File: config.mk
export PLATFORM = sky130hd
export DESIGN_NAME = phase_sync_rx
export DESIGN_NICKNAME = d
export VERILOG_FILES = /design/src/rtl/phase_rx_pkg.sv /design/src/rtl/phase_rx_sync.sv /design/src/rtl/phase_sync_rx.sv
export SDC_FILE = /design/constraint.sdc
export NUM_CORES = 1
export LEC_CHECK = 0
export CAP_MARGIN = 20
export CORE_MARGIN = 2
export CORE_UTILIZATION = 35
export CTS_CLUSTER_DIAMETER = 60
export DETAILED_ROUTE_END_ITERATION = 10
export PLACE_DENSITY = 0.63
export SYNTH_ARGS = -nofsm -noshare
export SYNTH_HDL_FRONTEND = slang
export SYNTH_SLANG_ARGS = --single-unit
File: constraint.sdc
create_clock -name clk -period 1.96 [get_ports clk]
set_input_delay 0.392 -clock clk [delete_from_list [all_inputs] [get_ports clk]]
set_output_delay 0.392 -clock clk [all_outputs]
set_load 0.005 [all_outputs]
File: src/rtl/phase_rx_pkg.sv
// rtl/phase_rx_pkg.sv - dual-rail code constants, FSM state type and one-hot helper for phase_sync_rx
package phase_rx_pkg;

  localparam logic [1:0] DR_NULL = 2'b00;
  localparam logic [1:0] DR_ZERO = 2'b01;
  localparam logic [1:0] DR_ONE  = 2'b10;
  localparam logic [1:0] DR_ILL  = 2'b11;

  typedef enum logic {
    WAIT_DATA = 1'b0,
    HOLD      = 1'b1
  } rx_state_t;

  function automatic logic is_one_hot3(input logic [2:0] v);
    return (v == 3'b001) || (v == 3'b010) || (v == 3'b100);
  endfunction

endpackage

File: src/rtl/phase_rx_sync.sv
// rtl/phase_rx_sync.sv - single-bit STAGES-deep async-reset synchronizer for one dual-rail wire
module phase_rx_sync #(
  parameter int STAGES = 2
) (
  input  logic clk,
  input  logic rst_n,
  input  logic d,
  output logic q
);

  logic [STAGES-1:0] sr;

  always_ff @(posedge clk or negedge rst_n) begin
    if (!rst_n) begin
      sr <= '0;
    end else begin
      sr <= {sr[STAGES-2:0], d};
    end
  end

  assign q = sr[STAGES-1];

endmodule

File: src/rtl/phase_sync_rx.sv
// rtl/phase_sync_rx.sv - clocked completion detector for the PH0/PH1/PH2 dual-rail ring; watchdog under PHASE_RX_TIMEOUT_EN
module phase_sync_rx
  import phase_rx_pkg::*;
#(
  parameter int SYNC_STAGES    = 2,
  parameter int TIMEOUT_CYCLES = 1024
) (
  input  logic       clk,
  input  logic       rst_n,
  input  logic [1:0] ph0,
  input  logic [1:0] ph1,
  input  logic [1:0] ph2,
  output logic       ack,
  output logic [2:0] phase_oh,
  output logic       phase_vld,
  output logic       phase_err,
  output logic       timeout
);

  logic [5:0] raw;
  logic [5:0] rail;

  assign raw = {ph2, ph1, ph0};

  // Every rail is synchronized on its own; only the synchronized copies are decoded.
  for (genvar i = 0; i < 6; i++) begin : g_rail
    phase_rx_sync #(.STAGES(SYNC_STAGES)) u_sync (
      .clk   (clk),
      .rst_n (rst_n),
      .d     (raw[i]),
      .q     (rail[i])
    );
  end

  logic [1:0] c0, c1, c2;
  logic       all_valid, all_null, any_ill;
  logic [2:0] dat1;

  assign c0 = rail[1:0];
  assign c1 = rail[3:2];
  assign c2 = rail[5:4];

  assign all_valid = (c0 != DR_NULL) && (c1 != DR_NULL) && (c2 != DR_NULL);
  assign all_null  = (c0 == DR_NULL) && (c1 == DR_NULL) && (c2 == DR_NULL);
  assign any_ill   = (c0 == DR_ILL) || (c1 == DR_ILL) || (c2 == DR_ILL);
  assign dat1      = {c2 == DR_ONE, c1 == DR_ONE, c0 == DR_ONE};

  rx_state_t state;

  always_ff @(posedge clk or negedge rst_n) begin
    if (!rst_n) begin
      state     <= WAIT_DATA;
      ack       <= 1'b0;
      phase_oh  <= 3'b000;
      phase_vld <= 1'b0;
      phase_err <= 1'b0;
    end else begin
      phase_vld <= 1'b0;
      phase_err <= 1'b0;
      case (state)
        WAIT_DATA: begin
          if (all_valid) begin
            state     <= HOLD;
            ack       <= 1'b1;
            phase_oh  <= dat1;
            phase_vld <= 1'b1;
            // ack still rises on a bad wave so the ring can never deadlock
            phase_err <= any_ill || !is_one_hot3(dat1);
          end
        end
        HOLD: begin
          if (all_null) begin
            state <= WAIT_DATA;
            ack   <= 1'b0;
          end
        end
        default: begin
          state <= WAIT_DATA;
          ack   <= 1'b0;
        end
      endcase
    end
  end

`ifdef PHASE_RX_TIMEOUT_EN
  localparam int CW = $clog2(TIMEOUT_CYCLES + 1);

  logic [CW-1:0] stall_cnt;
  logic          state_chg;

  assign state_chg = (state == WAIT_DATA) ? all_valid : all_null;

  always_ff @(posedge clk or negedge rst_n) begin
    if (!rst_n) begin
      stall_cnt <= '0;
      timeout   <= 1'b0;
    end else begin
      if (state_chg) begin
        stall_cnt <= '0;
      end else if (stall_cnt != CW'(TIMEOUT_CYCLES)) begin
        stall_cnt <= stall_cnt + 1'b1;
      end
      if (stall_cnt == CW'(TIMEOUT_CYCLES)) begin
        timeout <= 1'b1;
      end
    end
  end
`else
  assign timeout = 1'b0;
`endif

endmodule

Yosys cells after proc, flatten, opt, wreduce, memory -nomap -nowiden
Index checks and enable logic that the tools add are counted.
- bits in registers: 19
- bits of input ports: 8
- output and inout port bits: 7
- logic and storage cells: 50
- equality and inequality tests: 11
- multiplexer cells: 9
- bitwise gates (word level): 1
- reduce and logical (&&, ||, !) cells: 18
- operators by type and width (operator ; count):
    equality test 2 bit, second input constant ; 6
    2-to-1 mux 1 bit ; 7
    logical NOT 2 bit ; 3
    nonzero test 2 bit ; 3
    logical OR 1 bit ; 5
    logical AND 1 bit ; 4
    != test 2 bit, second input constant ; 2
    case mux 1 bit (2 select lines) ; 2
    AND reduction 2 bit ; 2
    equality test 3 x 1 -> 1 bit, second input constant ; 1
    equality test 3 x 2 -> 1 bit, second input constant ; 1
    equality test 3 bit, second input constant ; 1
    logical NOT 1 bit ; 1
    NOT 1 bit ; 1

Longest topological paths before layout
- word-level depth: 8
- gate-level depth with buffers: 3
- depth with buffers taken out: 3

Cells and area by module
A second synthesis with hierarchy kept.
- cell total of the unflattened synthesis: 40
- area total of the unflattened synthesis: 635.6 um^2
- modules (own cells, without submodules) (module ; times used ; cells an instance ; area an instance (um^2) ; seq. area each (um^2)):
    phase_sync_rx ; 1 ; 28 ; 335.3 ; 175.2
    phase_rx_sync ; 6 ; 2 ; 50.0 ; 50.0

Worst setup path before layout
No wires, ideal clock.
- path type: register to register
- start point: register g_rail[0].u_sync.sr[1]
- end point: register phase_oh[0]
- setup time: 125 ps
- data arrival time: 1084 ps
- required time: 1835 ps
- path slack: 751 ps
- cell stages (with the launch flop): 4
- path buffers: 0
- period minus slack after synthesis: 1209 ps
- cells stage by stage: dfrtp_1 o22ai_2 nor3_4 mux2_2
- longest elaborated chain between the ends: 4
- elaborated cells on any way between the ends: 5
- those cells by class: 1 x eq/ne; 4 x reduce/logical
- ends and longest elaborated chain (what ; line ; RTL):
    start, declared ; phase_rx_sync.sv:11 ; logic [STAGES-1:0] sr;
    start signal, assigned ; phase_rx_sync.sv:17 ; sr <= {sr[STAGES-2:0], d};
    nonzero test 2 bit ; phase_sync_rx.sv:43 ; assign all_valid = (c0 != DR_NULL) && (c1 != DR_NULL) && (c2 != DR_NULL);
    logical AND 1 bit (2 in a row) ; phase_sync_rx.sv:43 ;
    AND reduction 2 bit (no source line) ; n/a ;
    end signal, assigned ; phase_sync_rx.sv:65 ; phase_oh <= dat1;
    end, declared ; phase_sync_rx.sv:14 ; output logic [2:0] phase_oh,
Several ways; a longest one is shown, not always the timed one.
A chain may end at the register's enable or synchronous reset.

Worst setup path after layout
- start point: register ack
- end point: output port ack
- RTL lines (what ; line ; RTL):
    start, declared ; phase_sync_rx.sv:13 ; output logic ack,
    start signal, assigned ; phase_sync_rx.sv:53 ; ack <= 1'b0;
    start signal, assigned ; phase_sync_rx.sv:64 ; ack <= 1'b1;
    start signal, assigned ; phase_sync_rx.sv:74 ; ack <= 1'b0;
No word-level cell between the ends.

==> run summary <==
DRC: 0
Min-delay src: g_rail[0].u_sync.sr[0]
Largest net degree at the start of global routing: 20
Worst Path Arrival: 1.15 ns
Yosys warnings: 0
Core area: 1730 um2
CTS Buf Count: 3
Clk pwr share: 21.7%
Sequential power share: 56.7%
Ports: 15
Peak supply drop: 0.445 mV
GR Overflow Total: 0
Vert. Die Dim: 46.9 um
CTS tree: built
Starting density of the core: 37.3%
Syn_area_per_cell: 16.1 um2
Synth Cell Area: 644 um2
First-pass GRT wire length: 1500 um
Seq/Total Area, Yosys: 73.8%
Critical path class: reg -> out
Biggest cell delay along the critical path: 0.50 ns
Slowest-stage cell, CP: clkdlybuf4s50_1
Syn Nets: 48
Cells after Synth: 40
Final setup violation count: 0
Max Clk Rate: 650 MHz
Final Hold Vio Count: 0
Commonest non-fill, non-tap cell in the layout: dfrtp_1
Critical Path RT: 1.57 ns
Synth cell types: 15
Critical path buffer and inverter count: 1
Int Power: 665 uW
NumNets Final: 66
Area Overhead vs Synth: 29.3%
Max Cap Violations: 0
Setup Fix Bufs, Post-CTS: 0
GPL Wtd Cong: 0.713
Clock Latency Late Sink: 0.29 ns
Root Driver: clkbuf_4
Final Skew: 0.00409 ns
FP Rows: 15
Switch Pwr: 207 uW
RR Startpoint: g_rail[0].u_sync.sr[1]
Worst-path cell chain: clkdlybuf4s50_1
Sw Ratio: 23.7%
Status: finished, final reports clean
Initial antenna violation count: 0
Final Max Slew Viols: 0
Combinational power share: 21.6%
Minimum clock period: 1.54 ns
Worst Path Max Fanout: 2
Clock sinks: 19
Hold WS: 0.358 ns
N_diodes: 0
H-tree lvl count: 1
Chip Width: 46.9 um
1st-iter DRT viols: 0
Routed Antenna Nets: 0
Crit path from: ack
RSZ-0062 raised after global routing: false
Clock-pin slew on the worst setup and hold paths: 0.10 ns
Worst Setup End Kind: output port
Most frequent cells in the layout: dfrtp_1, clkdlybuf4s50_1, nor2_1
WL per Instance: 10.2 um
IO buf count: 13
DR pass1 iterations: 1
Setup tns final: 0 ns
Post-DR vias/cell: 4.28
CP top delay family: buffers and inverters
Die Footprint: 2200 um2
Vias in the first global route: 363
Crit path launch type: flip-flop
Hold-fix buffers, CTS: 0
Yosys reg bits: 19
Post-CTS Resized: 0
Period utilization: 78.5%
Pwr/cell area: 1050 nW/um2
Via count: 351
Share of cells above drive strength 1: 24.6%
Min-Delay Path Class: reg -> reg
Drt total wl: 835 um
Total track usage: 10.6%
Leakage: 0.000373 uW
CTS max path bufs: 2
-- power groups by stage --
stage | logic (uW) | registers [uW] | clock network (uW)
2_1_floorplan | 74.8 | 503 | 0
4_1_cts | 192 | 496 | 202
3_3_place_gp | 190 | 502 | 0
3_5_place_dp | 192 | 504 | 0
5_1_grt | 208 | 505 | 218
6_report | 188 | 495 | 189
-- worst paths after layout --
| path | end | slack [ns] | cells past startpoint |
|---|---|---|---|
| min | g_rail[0].u_sync.sr[1] | 0.36 | 0 |
| max | ack | 0.42 | 1 |
| min reg2reg | g_rail[0].u_sync.sr[1] | 0.36 | 0 |
| max in group asynchronous | g_rail[5].u_sync.sr[1] | 1.35 | 2 |
| min in group asynchronous | phase_err | 0.42 | 2 |
| max reg2reg | phase_oh[1] | 0.65 | 3 |
-- Yosys cell counts (all sizes together) --
library cell	number	area share, %
buf	1	1.2
and2b	3	3.7
mux2	3	5.2
dfrtp	19	74
o211a	1	1.6
o22ai	1	1.9
conb	1	0.58
nand3	1	0.78
nand4	1	0.97
mux2i	1	1.6
nor3	1	2.5
nor2	4	2.3
a21o	2	2.7
or3	1	1.2
-- state kept, by name, indices dropped and copies added (netlist names) --
register and count:
g_rail.u_sync.sr 12, state 1, phase_vld 1, ack 1, phase_err 1, phase_oh 3
-- layout make-up --
cell class                 instances  area [um2]
timing repair buffer              14         138
fill                             164         893
clock buffer                       3        22.5
sequential                        19         475
tap                               25        31.3
multi-input combinational         20         161
clock inverter                     1        5.00
-- layer usage --
layer  global-route usage (%)  wire (um)  vias to the layer above
li1                         -          -                      169
met5                        0          0                        -
met3                     3.46         43                        2
met4                     8.33          9                        0
met2                     16.7        454                       11
met1                     11.6        328                      169
-- through the flow --
| step | area [um2] | total power (uW) | worst slack [ns] | util (%) | cells |
|---|---|---|---|---|---|
| floorplan | 644 | 578 | 0.751 | - | 40 |
| global placement | 806 | 692 | 0.654 | 46.7 | 78 |
| detailed placement | 806 | 696 | 0.658 | 46.7 | 78 |
| CTS | 833 | 890 | 0.396 | 48.3 | 82 |
| global route | 833 | 932 | 0.360 | 48.3 | 82 |
| finish | 833 | 872 | 0.421 | 48.3 | 82 |
-- logic make-up after synthesis --
family | count (synthesis) | synth area share, %
muxes | 4 | 6.80
and+or+nand+nor | 11 | 11.5
DFF | 19 | 73.8
AOI/OAI and AO/OA | 4 | 6.21
other | 1 | 0.582
buffers and inverters | 1 | 1.17
Note: power is estimated with default switching activity, not from simulation.
